### config.mk
export PLATFORM = sky130hd
export DESIGN_NAME = cacheline_adaptor
export DESIGN_NICKNAME = d
export VERILOG_FILES = /design/src/rtl/cacheline_adaptor.sv
export SDC_FILE = /design/constraint.sdc
export NUM_CORES = 1
export LEC_CHECK = 0
export ABC_AREA = 1
export ABC_CLOCK_PERIOD_IN_PS = 4050
export CAP_MARGIN = 20
export CORE_AREA = 2 2 277 279
export CTS_BUF_LIST = sky130_fd_sc_hd__clkbuf_4 sky130_fd_sc_hd__clkbuf_8
export CTS_CLUSTER_SIZE = 16
export DETAILED_ROUTE_END_ITERATION = 6
export DIE_AREA = 0 0 279 281
export GPL_TIMING_DRIVEN = 0
export SLEW_MARGIN = 30
export SYNTH_ARGS = -nofsm -noshare
export SYNTH_HDL_FRONTEND = slang
export SYNTH_SLANG_ARGS = --single-unit
### constraint.sdc
create_clock -name clk -period 4.05 [get_ports clk]
set_input_delay 0.6075 -clock clk [delete_from_list [all_inputs] [get_ports clk]]
set_output_delay 0.6075 -clock clk [all_outputs]
set_load 0.03 [all_outputs]
### src/rtl/cacheline_adaptor.sv
// cacheline_adaptor: bridges a cache-line request port to a burst memory interface,
// splitting writes into beats and assembling read beats into a full line.
module cacheline_adaptor #(
  parameter int CACHE_LINE_WIDTH = 256,
  parameter int BURST_LEN        = 4,
  parameter int BURST_WIDTH      = CACHE_LINE_WIDTH / BURST_LEN,
  parameter int ADDR_WIDTH       = 32
) (
  input  logic                        clk,
  input  logic                        rst_n,
  input  logic [CACHE_LINE_WIDTH-1:0] line_i,
  output logic [CACHE_LINE_WIDTH-1:0] line_o,
  input  logic [ADDR_WIDTH-1:0]       address_i,
  input  logic                        read_i,
  input  logic                        write_i,
  output logic                        resp_o,
  input  logic [BURST_WIDTH-1:0]      burst_i,
  output logic [BURST_WIDTH-1:0]      burst_o,
  output logic [ADDR_WIDTH-1:0]       address_o,
  output logic                        read_o,
  output logic                        write_o,
  input  logic                        resp_i
);
  localparam int CW = BURST_LEN > 1 ? $clog2(BURST_LEN) : 1;
  localparam int OW = $clog2(CACHE_LINE_WIDTH / 8);
  localparam logic [CW-1:0] LAST = CW'(BURST_LEN - 1);
  localparam logic [ADDR_WIDTH-1:0] LINE_MASK = {ADDR_WIDTH{1'b1}} << OW;
  typedef enum logic [1:0] {IDLE, READ, WRITE, DONE} state_e;
  state_e                      state_q;
  logic [CW-1:0]               cnt_q;
  logic [CACHE_LINE_WIDTH-1:0] rline_q, wline_q;
  logic [ADDR_WIDTH-1:0]       addr_q;
  logic                        rd_q, wr_q, resp_q;
  assign line_o    = rline_q;
  assign address_o = addr_q;
  assign read_o    = rd_q;
  assign write_o   = wr_q;
  assign resp_o    = resp_q;
  assign burst_o   = wline_q[BURST_WIDTH*cnt_q +: BURST_WIDTH];
  always_ff @(posedge clk or negedge rst_n) begin
    if (!rst_n) begin
      state_q <= IDLE;
      cnt_q   <= '0;
      rline_q <= '0;
      wline_q <= '0;
      addr_q  <= '0;
      rd_q    <= 1'b0;
      wr_q    <= 1'b0;
      resp_q  <= 1'b0;
    end else begin
      resp_q <= 1'b0;
      case (state_q)
        IDLE: if (read_i || write_i) begin
          state_q <= read_i ? READ : WRITE;
          rd_q    <= read_i;
          wr_q    <= !read_i;
          addr_q  <= address_i & LINE_MASK;
          cnt_q   <= '0;
          if (!read_i) wline_q <= line_i;
        end
        READ, WRITE: if (resp_i) begin
          if (state_q == READ) rline_q[BURST_WIDTH*cnt_q +: BURST_WIDTH] <= burst_i;
          cnt_q <= cnt_q + 1'b1;
          // last beat: drop the memory request and raise the cache completion pulse together
          if (cnt_q == LAST) begin
            state_q <= DONE;
            cnt_q   <= '0;
            rd_q    <= 1'b0;
            wr_q    <= 1'b0;
            resp_q  <= 1'b1;
          end
        end
        default: state_q <= IDLE;
      endcase
    end
  end
endmodule

==> results.md <==
- Status: finished, final reports clean
- Setup crit start kind: register
- Worst-path fanout max: 10
- Die span in y: ~280 um
- Layout cells sized above 1: under 10%
- Final setup fails: 0
- Post-synthesis adder-cell area fraction: less than 1%
- Final HPWL DP: 73.1 mm
- Worst skew pair latency: slightly below 0.7 ns
- Area Overhead vs Synth: 45.7%
- Largest net degree at the start of global routing: 85
- Synth top area share: between 50% and 60%
- PortBufs: 701
- Setup Skew: 0.0257 ns
- CP arrival: 3.28 ns
- Crit path kind: reg2out
- CTS Root Cell: clkbuf_8
- Cells after synthesis: roughly 2,700
- Mux contribution to synthesized area: 0%
- Fin. Hold Viols: 0
- Number of nets with antenna violations after routing: 0
- Buffer count from post-CTS setup fixing: 0
- CP endpoint kind: primary output
- Syn avg cell area: 8.63 um^2
- Sequential-to-total area share from yosys stat: 58.8%
- Clock sinks: 546
- Seq cells post-synth: between 500 and 600
- RD Place Congestion: 0.866
- CTS max path bufs: 3
- First-pass GRT wire length: 142 mm
- DRC Markers: 0
- Avg Vias per Cell: 4.85
- Core ar.: 75,400 um^2
- Die W: ~280 um
- Worst slew pin tran: 1.04 ns
- Static Leak: approximately 16 nW
- Initial Util: 30.8%
- WL final: 96.0 mm
- Vias in the first global route: about 22,000
- Fmax: 257 MHz
- Iter 0 DRT Violations: 1,475
- Pre-antenna DRT Iters: 5
- Initial antenna violation count: 16
- Detailed-route via count: 22,100
- Hold_ws: ~0.35 ns
- CP peak stage delay: between 0.7 and 0.8 ns
- Synth Area in Simple Gates: 14.7%
- Synth Area in Compound Gates: 17.4%
- Nets@finish: 3,868
- Worst VDD drop: between 0.4 and 0.5 mV
- GRT Total Usage: 24.0%
- HP Class: in2async
- Fin crit period: 3.89 ns
- Routed wire per std cell: 21.1 um
- # Max-Cap Violations: 0
- Largest cells by area after synthesis: dfrtp_1 59%, o21ai_0 15%, nand2_1 9.3%
- Final TNS setup: 0 ns
- I/O pin count: 712
- Area after DPL: approximately 32,000 um^2
- CTS tree: done
- Fin crit share: between 90% and 100%
- Crit path max-delay family: buffers and inverters
- CP required: approximately 3.4 ns
- Warning count from the yosys run: 0
- Relative slew margins: between 30% and 40%
- Finished Layout Cells: 4,559
- Unique masters post-synth: 25
- Fill cell count: 7,549
- Critical path buffers and inverters: 5
- Cts bufs inserted: 94
- Critical-path cell list: buf_6 > inv_2 > buf_4 > clkbuf_2 > o21ai_0 > o22ai_1 > clkdlybuf4s50_1
- Die ar.: 78,400 um^2
- Clock transition at the registers of the reported paths: roughly 0.060 ns
- Largest family of logic cells by synthesized area: compound AO/OA/AOI/OAI gates
- Max-slew violations: 0
- Grt ovf: 0
- Fin area: 33,900 um^2
- Row count: roughly 100
- Cell total after placement: 4,384
- Pwr/cell area: approximately 700 nW/um^2
- Critical-path cell with the highest stage delay: clkdlybuf4s50_1
- H-Tree Depth: 3
- Synth area leader: dfrtp_1
- RSZ-0062 raised after global routing: false
- Mapped Area: about 23,000 um^2
- Post-synthesis xor/xnor area fraction: 0%
==> metal layers <==
metal / up-vias / share of wire, % / track usage [%]
li1: 10400 / - / -
met3: 216 / 7.9 / 6.83
met5: - / 0.18 / 0
met1: 10600 / 39 / 27.5
met4: 24 / 3.8 / 9.58
met2: 882 / 49 / 42.1
==> logic make-up (layout without fill, tap and decap cells) <==
kind of cell	count (synthesis)	in the layout
compound gates	790	790
fa+ha+maj	9	9
buf+inv	499	1377
flops	546	546
other cells	1	10
simple gates	849	849
==> layout make-up <==
| cell class | instances | area, um^2 | area share [%] |
|---|---|---|---|
| Antenna cell | 5 | 12.5 | 0.0369 |
| Sequential cell | 546 | 13700 | 40.3 |
| Timing Repair Buffer | 709 | 7250 | 21.4 |
| Multi-Input combinational cell | 1653 | 7580 | 22.4 |
| Tap cell | 978 | 1220 | 3.61 |
| Buffer | 197 | 898 | 2.65 |
| Inverter | 301 | 1130 | 3.34 |
| Clock inverter | 23 | 250 | 0.739 |
| Clock buffer | 147 | 1850 | 5.48 |
==> layout by cell type, fill, tap and decap left out, types with 28 or more instances in the layout <==
| cell | netlist | routed |
|---|---|---|
| buf_2 | 45 | 43 |
| clkbuf_1 | 131 | 124 |
| clkbuf_4 | 0 | 28 |
| clkbuf_8 | 0 | 120 |
| clkdlybuf4s50_1 | 0 | 663 |
| dfrtp_1 | 546 | 545 |
| inv_1 | 297 | 297 |
| nand2_1 | 576 | 576 |
| nand3_1 | 127 | 127 |
| nor2_1 | 132 | 132 |
| o21ai_0 | 695 | 695 |
| o21ai_1 | 30 | 29 |
| o22ai_1 | 64 | 63 |
==> final timing paths <==
| kind | from | endpoint | slack, ns | cells past startpoint |
|---|---|---|---|---|
| setup / recovery | cnt_q[0] | burst_o[43] | 0.16 | 7 |
| hold / removal | rst_n | wline_q[22] | 0.35 | 2 |
| setup reg to reg | cnt_q[0] | line_o[73] | 0.51 | 10 |
| hold reg to reg | line_o[29] | line_o[29] | 0.47 | 2 |
| max in group asynchronous | rst_n | line_o[136] | 1.82 | 6 |
| min in group clk | address_i[13] | address_o[13] | 0.47 | 3 |
==> synthesized netlist by cell type, drive strengths merged <==
cell / instances
ha: 9
o22ai: 64
clkbuf: 131
clkinv: 1
o21ai: 725
dfrtp: 546
inv: 300
nand2: 576
nand4: 7
nor2: 135
nand3: 129
a21oi: 1
buf: 67
nor3: 2
conb: 1
==> flip-flops by register name (all words and copies together), names as in the netlist <==
signal / flops
read_o: 1
address_o: 27
resp_o: 1
write_o: 1
cnt_q: 2
state_q: 2
wline_q: 256
line_o: 256
==> power breakdown <==
| part | leakage (nW) | total (mW) | switching (mW) | internal (mW) |
|---|---|---|---|---|
| Sequential | 7.15 | 8.01 | 0.917 | 7.10 |
| Clock | 1.11 | 5.61 | 2.43 | 3.18 |
| Combinational | 7.88 | 9.78 | 6.42 | 3.35 |
| Total | 16.1 | 23.4 | 9.77 | 13.6 |
==> repair_timing <==
action / 4_1_cts / 5_1_grt
gates resized for setup: 27 / 20
cloned: 0 / 0
endpoints found under the hold margin: 17 / 0
endpoints found under the setup margin: 64 / 22
hold buffers: 1 / 0
==> stage by stage <==
step | total power [mW] | utilization [%] | setup WS [ns]
after global routing | 24.8 | 44.9 | 0.000986
after CTS | 23.6 | 44.8 | 0.00179
after detailed placement | 18.0 | 42.0 | 0.0968
final | 23.4 | 44.9 | 0.161
after floorplan | 13.4 | - | 1.79
after global placement | 17.9 | 41.7 | -23.04
(Power assumes the default switching activity.)
